## src/rtl/rv_pkg.sv

```systemverilog
// Shared stage encodings, fault causes and bus request record for rv_stage_ctrl.
package rv_pkg;

  typedef enum logic [2:0] {
    ST_FETCH   = 3'd1,
    ST_DECODE  = 3'd2,
    ST_EXECUTE = 3'd3,
    ST_MEMORY  = 3'd4,
    ST_WRITE   = 3'd5,
    ST_FAULT   = 3'd6
  } stage_e;

  localparam logic [1:0] CAUSE_NONE    = 2'd0;
  localparam logic [1:0] CAUSE_ERR     = 2'd1;
  localparam logic [1:0] CAUSE_TIMEOUT = 2'd2;

  typedef struct packed {
    logic        we;
    logic [31:0] adr;
    logic [31:0] dat;
    logic [3:0]  sel;
  } wb_req_t;

endpackage

```

## src/rtl/rv_stage_ctrl_if.sv

```systemverilog
// Wishbone master/slave bundle between rv_stage_ctrl and the memory system.
interface rv_stage_ctrl_if;
  logic [31:0] o_wb_adr;
  logic [31:0] o_wb_dat;
  logic        o_wb_we;
  logic [3:0]  o_wb_sel;
  logic        o_wb_stb;
  logic        o_wb_cyc;
  logic [31:0] i_wb_dat;
  logic        i_wb_ack;
  logic        i_wb_err;

  modport master (
    output o_wb_adr, o_wb_dat, o_wb_we, o_wb_sel, o_wb_stb, o_wb_cyc,
    input  i_wb_dat, i_wb_ack, i_wb_err
  );

  modport slave (
    input  o_wb_adr, o_wb_dat, o_wb_we, o_wb_sel, o_wb_stb, o_wb_cyc,
    output i_wb_dat, i_wb_ack, i_wb_err
  );
endinterface

```

## src/rtl/rv_wb_master.sv

```systemverilog
// Single-transfer Wishbone handshake: latches a request, holds it until ack/err.
// Optional RV_BUS_TIMEOUT_EN adds a wait counter that aborts after TIMEOUT_CYCLES.
module rv_wb_master
  import rv_pkg::*;
#(
  parameter int TIMEOUT_CYCLES = 255
) (
  input  logic            i_clk,
  input  logic            i_reset_n,
  input  logic            i_req,
  input  wb_req_t         i_req_bits,
  output logic            o_busy,
  output logic            o_done,
  output logic            o_err,
  output logic            o_timeout,
  output logic [31:0]     o_rdata,
  rv_stage_ctrl_if.master wb
);

  if (TIMEOUT_CYCLES < 1 || TIMEOUT_CYCLES > 65535) begin : g_bad_timeout
    $error("rv_wb_master: TIMEOUT_CYCLES must be in 1..65535");
  end

  logic    cyc_q;
  wb_req_t req_q;
  logic    ack, err;

  // Responses only count while a cycle is open; stray ack/err are dropped here.
  assign ack = cyc_q & wb.i_wb_ack;
  assign err = cyc_q & wb.i_wb_err;

  assign o_busy  = cyc_q;
  assign o_done  = ack & ~err;
  assign o_err   = err;
  assign o_rdata = wb.i_wb_dat;

  assign wb.o_wb_cyc = cyc_q;
  assign wb.o_wb_stb = cyc_q;
  assign wb.o_wb_we  = req_q.we;
  assign wb.o_wb_adr = req_q.adr;
  assign wb.o_wb_dat = req_q.dat;
  assign wb.o_wb_sel = req_q.sel;

  always_ff @(posedge i_clk) begin
    if (!i_reset_n) begin
      cyc_q <= 1'b0;
      req_q <= '0;
    end else if (!cyc_q) begin
      if (i_req) begin
        cyc_q <= 1'b1;
        req_q <= i_req_bits;
      end
    end else if (ack || err || o_timeout) begin
      cyc_q    <= 1'b0;
      req_q.we <= 1'b0;
    end
  end

`ifdef RV_BUS_TIMEOUT_EN
  logic [15:0] wait_cnt;

  always_ff @(posedge i_clk) begin
    if (!i_reset_n || !cyc_q) wait_cnt <= '0;
    else if (!ack && !err)    wait_cnt <= wait_cnt + 16'd1;
  end

  // Fires in the last unanswered cycle so FAULT lands TIMEOUT_CYCLES after stb rose.
  assign o_timeout = cyc_q & ~wb.i_wb_ack & ~wb.i_wb_err
                   & (wait_cnt == 16'(TIMEOUT_CYCLES - 1));
`else
  assign o_timeout = 1'b0;
`endif

endmodule

```

## src/rtl/rv_stage_ctrl.sv

```systemverilog
// Multi-cycle stage sequencer FETCH..WRITE with one Wishbone master shared by fetch and memory.
// Optional RV_BUS_TIMEOUT_EN enables the bus wait timeout (fault cause 2).
module rv_stage_ctrl
  import rv_pkg::*;
#(
  parameter logic [31:0] RESET_ADDR     = 32'h0000_0000,
  parameter int          TIMEOUT_CYCLES = 255
) (
  input  logic            i_clk,
  input  logic            i_reset_n,
  input  logic [31:2]     i_fetch_pc,
  input  logic            i_mem_rd,
  input  logic            i_mem_wr,
  input  logic [31:2]     i_mem_addr,
  input  logic [31:0]     i_mem_wdata,
  input  logic [3:0]      i_mem_sel,
  output logic [2:0]      o_stage,
  output logic            o_fetch_stall,
  output logic            o_pre_stall,
  output logic            o_decode_flush,
  output logic [31:0]     o_instr,
  output logic            o_instr_valid,
  output logic [31:0]     o_rdata,
  output logic            o_rdata_valid,
  output logic            o_fault,
  output logic [1:0]      o_fault_cause,
  rv_stage_ctrl_if.master wb
);

  stage_e      state;
  logic        first_fetch;
  logic        bus_req;
  wb_req_t     req_bits;
  logic        m_busy, m_done, m_err, m_tmo;
  logic [31:0] m_rdata;

  // The first fetch after reset goes to RESET_ADDR; later fetches follow the PC.
  always_comb begin
    bus_req  = 1'b0;
    req_bits = '0;
    if (state == ST_FETCH) begin
      bus_req      = 1'b1;
      req_bits.adr = first_fetch ? RESET_ADDR : {i_fetch_pc, 2'b00};
      req_bits.sel = 4'hF;
    end else if (state == ST_MEMORY) begin
      bus_req      = i_mem_rd | i_mem_wr;
      req_bits.we  = i_mem_wr;
      req_bits.adr = {i_mem_addr, 2'b00};
      req_bits.dat = i_mem_wdata;
      req_bits.sel = i_mem_sel;
    end
  end

  rv_wb_master #(.TIMEOUT_CYCLES(TIMEOUT_CYCLES)) u_wb (
    .i_clk      (i_clk),
    .i_reset_n  (i_reset_n),
    .i_req      (bus_req),
    .i_req_bits (req_bits),
    .o_busy     (m_busy),
    .o_done     (m_done),
    .o_err      (m_err),
    .o_timeout  (m_tmo),
    .o_rdata    (m_rdata),
    .wb         (wb)
  );

  always_ff @(posedge i_clk) begin
    if (!i_reset_n) begin
      state         <= ST_FETCH;
      first_fetch   <= 1'b1;
      o_instr       <= '0;
      o_instr_valid <= 1'b0;
      o_rdata       <= '0;
      o_rdata_valid <= 1'b0;
      o_fault       <= 1'b0;
      o_fault_cause <= CAUSE_NONE;
    end else begin
      o_instr_valid <= 1'b0;
      o_rdata_valid <= 1'b0;
      if (m_err || m_tmo) begin
        state         <= ST_FAULT;
        o_fault       <= 1'b1;
        o_fault_cause <= m_err ? CAUSE_ERR : CAUSE_TIMEOUT;
      end else begin
        case (state)
          ST_FETCH: if (m_done) begin
            o_instr       <= m_rdata;
            o_instr_valid <= 1'b1;
            first_fetch   <= 1'b0;
            state         <= ST_DECODE;
          end
          ST_DECODE:  state <= ST_EXECUTE;
          ST_EXECUTE: state <= ST_MEMORY;
          ST_MEMORY: begin
            if (m_done) begin
              if (!wb.o_wb_we) begin
                o_rdata       <= m_rdata;
                o_rdata_valid <= 1'b1;
              end
              state <= ST_WRITE;
            end else if (!m_busy && !(i_mem_rd || i_mem_wr)) begin
              state <= ST_WRITE;
            end
          end
          ST_WRITE: state <= ST_FETCH;
          ST_FAULT: ;
          default:  ;
        endcase
      end
    end
  end

  assign o_stage        = state;
  assign o_fetch_stall  = (state != ST_FETCH);
  assign o_pre_stall    = (state != ST_WRITE);
  assign o_decode_flush = !((state == ST_FETCH) && m_done);

endmodule

```

## src/flat_wrapper.sv

```systemverilog
// flat-port wrapper written by rule: the top's interface ports become plain ports
module rv_stage_ctrl_flat import rv_pkg::*;
#(
  parameter logic [31:0] RESET_ADDR     = 32'h0000_0000,
  parameter int          TIMEOUT_CYCLES = 255
)
  (i_clk, i_reset_n, i_fetch_pc, i_mem_rd, i_mem_wr, i_mem_addr, i_mem_wdata, i_mem_sel, o_stage, o_fetch_stall, o_pre_stall, o_decode_flush, o_instr, o_instr_valid, o_rdata, o_rdata_valid, o_fault, o_fault_cause, wb_o_wb_adr, wb_o_wb_dat, wb_o_wb_we, wb_o_wb_sel, wb_o_wb_stb, wb_o_wb_cyc, wb_i_wb_dat, wb_i_wb_ack, wb_i_wb_err);
  rv_stage_ctrl_if wb_i ();
  input  logic i_clk;
  input  logic i_reset_n;
  input  logic [31:2] i_fetch_pc;
  input  logic i_mem_rd;
  input  logic i_mem_wr;
  input  logic [31:2] i_mem_addr;
  input  logic [31:0] i_mem_wdata;
  input  logic [3:0] i_mem_sel;
  output logic [2:0] o_stage;
  output logic o_fetch_stall;
  output logic o_pre_stall;
  output logic o_decode_flush;
  output logic [31:0] o_instr;
  output logic o_instr_valid;
  output logic [31:0] o_rdata;
  output logic o_rdata_valid;
  output logic o_fault;
  output logic [1:0] o_fault_cause;
  output wire logic [$bits(wb_i.o_wb_adr)-1:0] wb_o_wb_adr;
  output wire logic [$bits(wb_i.o_wb_dat)-1:0] wb_o_wb_dat;
  output wire logic [$bits(wb_i.o_wb_we)-1:0] wb_o_wb_we;
  output wire logic [$bits(wb_i.o_wb_sel)-1:0] wb_o_wb_sel;
  output wire logic [$bits(wb_i.o_wb_stb)-1:0] wb_o_wb_stb;
  output wire logic [$bits(wb_i.o_wb_cyc)-1:0] wb_o_wb_cyc;
  input wire logic [$bits(wb_i.i_wb_dat)-1:0] wb_i_wb_dat;
  input wire logic [$bits(wb_i.i_wb_ack)-1:0] wb_i_wb_ack;
  input wire logic [$bits(wb_i.i_wb_err)-1:0] wb_i_wb_err;
  assign wb_o_wb_adr = wb_i.o_wb_adr;
  assign wb_o_wb_dat = wb_i.o_wb_dat;
  assign wb_o_wb_we = wb_i.o_wb_we;
  assign wb_o_wb_sel = wb_i.o_wb_sel;
  assign wb_o_wb_stb = wb_i.o_wb_stb;
  assign wb_o_wb_cyc = wb_i.o_wb_cyc;
  assign wb_i.i_wb_dat = wb_i_wb_dat;
  assign wb_i.i_wb_ack = wb_i_wb_ack;
  assign wb_i.i_wb_err = wb_i_wb_err;
  rv_stage_ctrl #(.RESET_ADDR(RESET_ADDR), .TIMEOUT_CYCLES(TIMEOUT_CYCLES)) u_core (.i_clk(i_clk), .i_reset_n(i_reset_n), .i_fetch_pc(i_fetch_pc), .i_mem_rd(i_mem_rd), .i_mem_wr(i_mem_wr), .i_mem_addr(i_mem_addr), .i_mem_wdata(i_mem_wdata), .i_mem_sel(i_mem_sel), .o_stage(o_stage), .o_fetch_stall(o_fetch_stall), .o_pre_stall(o_pre_stall), .o_decode_flush(o_decode_flush), .o_instr(o_instr), .o_instr_valid(o_instr_valid), .o_rdata(o_rdata), .o_rdata_valid(o_rdata_valid), .o_fault(o_fault), .o_fault_cause(o_fault_cause), .wb(wb_i));
endmodule
```

## config.mk

```make
export PLATFORM = sky130hd
export DESIGN_NAME = rv_stage_ctrl_flat
export DESIGN_NICKNAME = d
export VERILOG_FILES = /design/src/rtl/rv_pkg.sv /design/src/rtl/rv_stage_ctrl_if.sv /design/src/rtl/rv_wb_master.sv /design/src/rtl/rv_stage_ctrl.sv /design/src/flat_wrapper.sv
export SDC_FILE = /design/constraint.sdc
export NUM_CORES = 1
export LEC_CHECK = 0
export ABC_CLOCK_PERIOD_IN_PS = 2100
export CAP_MARGIN = 20
export CELL_PAD_IN_SITES_DETAIL_PLACEMENT = 2
export CELL_PAD_IN_SITES_GLOBAL_PLACEMENT = 2
export CORE_ASPECT_RATIO = 0.75
export CORE_UTILIZATION = 22
export CTS_BUF_LIST = sky130_fd_sc_hd__clkbuf_4 sky130_fd_sc_hd__clkbuf_8
export CTS_CLUSTER_DIAMETER = 80
export DETAILED_ROUTE_END_ITERATION = 8
export HOLD_SLACK_MARGIN = 0.1
export PLACE_DENSITY = 0.77
export SLEW_MARGIN = 15
export SYNTH_ARGS = -nofsm -noshare
export SYNTH_HDL_FRONTEND = slang
export SYNTH_SLANG_ARGS = --single-unit
```

## constraint.sdc

```tcl
create_clock -name i_clk -period 2.1 [get_ports i_clk]
set_clock_uncertainty 0.15 [all_clocks]
set_input_delay 0.525 -clock i_clk [delete_from_list [all_inputs] [get_ports i_clk]]
set_output_delay 0.525 -clock i_clk [all_outputs]
set_load 0.005 [all_outputs]
```

==> flow_metrics.py <==
metrics = {
    "routing": {
        "antenna_left": 0,
        "drtIter0Drc": 132,
        "via_per_inst": 4.637,
        "routed_wirelength_um": 23080,
        "wl_per_cell_um": 18.21,
        "first_pass_iters": 4,
        "num_vias": 5875,
        "route.detailed.drc": 0,
    },
    "synth": {
        "synth_edf_count": 0,
        "syn_area_mm2": 0.005498,
        "synth-main-ff-cell": "dfxtp_1",
        "synth_top_family_by_area": "compound AO/OA/AOI/OAI gates",
        "synth_adder_area_share": 0.002276,
        "synth_area_leader_cell": "dfxtp_1",
        "synth_mux_area_frac": 0.05826,
        "yosys-top-cells-count": "139 x dfxtp_1, 132 x nand2_1, 73 x a21oi_1",
        "synth_cell_types": 38,
        "synth_compound_area_frac": 0.1987,
        "synthCells": 648,
        "yosysSeqAreaShare": 0.5061,
        "ys_async_sr_fraction": 0,
        "yosysWarnings": 0,
        "yosysMostFrequentCell": "dfxtp_1",
        "synth_top_area_frac": 0.5061,
        "synth.top_cells.by_area": "dfxtp_1 51%, nand2_1 9.0%, a21oi_1 6.6%",
        "yosys.area_share.simple": 0.1752,
        "synth-seq-cells": 139,
        "synth-xor-area-share": 0,
        "syn_avg_cell_area_um2": 8.484,
    },
    "power_and_ir_drop": {
        "power_mw": 9.412,
        "p_leak_nw": 3.357,
        "power_density_mw_per_mm2": 1013,
        "vdd_drop_max_v": 0.0003944,
    },
    "outcome": {
        "outcome": "finished, violations left",
        "violations": "negative setup slack",
    },
    "layout": {
        "area_delta_synth_final_pct": 68.93,
        "layout.nets": 1058,
        "drive_gt1_frac": 0.1047,
        "final_util": 0.3835,
        "num_antenna_cells": 0,
    },
    "timing": {
        "hold_violations": 0,
        "post-route-period-util": 1.025,
        "hold-worst-slack_ps": 307.9,
        "fin_ws_ps": -52.47,
        "timing.fmax_mhz": 464.6,
        "finalSetupViolCount": 1,
        "drv_slew": 0,
        "rsz0062_at_grt": "yes",
        "period_needed_ps": 2152,
    },
    "die": {
        "num_rows": 49,
        "start_util": 0.2270,
        "coreArea_mm2": 0.02422,
        "die_w_um": 184.5,
        "dieArea_mm2": 0.02563,
        "die_height_um": 138.9,
        "ios": 280,
    },
    "setup_path": {
        "critPathLaunchType": "primary input",
        "worst-setup-path-type": "in -> out",
        "reg2reg_slack_ps": 100,
        "crit_fanout": 2,
        "crit_path_end_kind": "primary output",
        "worst_ep_arrival_time_ps": 1480,
        "required_ps": 1420,
    },
    "grt": {
        "antenna_found_initial": 0,
        "grt_use_total": 0.1813,
        "grt_pass1_wl_um": 35880,
        "grt.overflow.total": 0,
        "grt_pass1_vias": 6359,
        "grt_max_degree": 70,
    },
    "hold_path": {
        "hold_class": "reg -> reg",
    },
    "placed_design": {
        "port_buffers": 276,
        "dp_hpwl_um": 16510,
        "gp_routability_congestion": 0.7263,
    },
    "cts": {
        "clk_path_buf_depth": 2,
        "root_buffer": "clkbuf_8",
        "clock_latency_ps": 430,
        "cts_sinks": 139,
        "numCtsBuffers": 17,
        "cts_tree": "built",
        "htreeDepth": 4,
        "clk_pin_slew_ps": 90,
    },
    "run": {
        "maxCapViolations": 0,
    },
}
## power by group
group / leakage, nW / internal (mW) / switching, mW
Combinational: 2.03 / 2.08 / 2.04
Clock: 0.193 / 0.890 / 1.28
Sequential: 1.13 / 2.96 / 0.168
## critical path, cell delays in order
cell           delay (ps)
dlygate4sd2_1         250
nand3b_1              220
nor3_4                250
clkinv_2              100
buf_6                 120
## path summary, 6_finish.rpt
check                      from                  to  cells after the start
min          u_core.o_rdata[18]  u_core.o_rdata[18]                      2
max                 wb_i_wb_err      o_decode_flush                      5
min reg2reg  u_core.o_rdata[18]  u_core.o_rdata[18]                      2
max reg2reg   u_core.o_stage[2]   u_core.o_rdata[7]                      6
## state kept, by name, indices dropped and copies added, names as in the netlist, 3 cells and up
signal,count
u_core.o_instr,32
u_core.o_rdata,32
u_core.o_stage,3
u_core.u_wb.wb.o_wb_adr,30
u_core.u_wb.wb.o_wb_dat,32
u_core.u_wb.wb.o_wb_sel,4
## kinds of logic after synthesis
group | count (synthesis)
AND/OR/NAND/NOR | 221
AO/OA/AOI/OAI | 182
flip-flops | 139
buffers and inverters | 72
multiplexers | 32
adder cells (fa/ha/maj) | 1
other | 1
## per-stage QoR
stage,setup TNS (ps),worst slack (ps),area [µm²],cells
after floorplan,0,49.99,5505,650
after global placement,-10200,-422.9,8801,1227
after detailed placement,-17040,-498.5,8801,1227
after CTS,-110.0,-79.35,9240,1265
after global routing,-137.5,-116.2,9288,1267
final,-52.47,-52.47,9288,1267
## layout make-up
| cell class | count | area (µm²) |
|---|---|---|
| fill | 2701 | 14930 |
| clock inverter | 15 | 152.6 |
| tap | 331 | 414.1 |
| sequential | 139 | 2793 |
| inverter | 5 | 20.02 |
| timing repair buffer | 321 | 3239 |
| clock buffer | 17 | 234.0 |
| multi-input combinational | 439 | 2435 |
## repair_timing
action	in CTS	in global routing
setup endpoints to repair	10	11
hold endpoints to repair	0	0
buffers inserted	6	2
cloned	0	0
resized for setup	26	12
hold buffers	0	0
pin swaps	2	1
## layer usage
metal / up-vias / global-route usage / routed length (µm)
li1: 2812 / - / -
met1: 2870 / 0.2228 / 10030
met2: 176 / 0.2995 / 10900
met3: 17 / 0.06513 / 1855
met4: 0 / 0.04430 / 286
met5: - / 0 / 0
## cell usage in the layout, fill, tap and decap left out, types with 2 or more instances in the layout
cell             instances
clkbuf_8                17
o21ai_0                  7
o21ai_1                 31
nand2_1                132
buf_4                   33
dfxtp_1                131
conb_1                   3
dlymetal6s2s_1           5
inv_6                    4
clkinv_8                 2
mux2i_1                 32
a22oi_1                 30
clkdlybuf4s50_1        258
dfxtp_2                  8
clkinv_2                 2
nand3_1                 67
buf_6                    3
a21oi_1                 73
buf_12                  10
a211oi_1                34
inv_8                    5
inv_1                    3
dlygate4sd2_1           10
clkinvlp_4               2
nor2_1                   7
(Power assumes the default switching activity.)
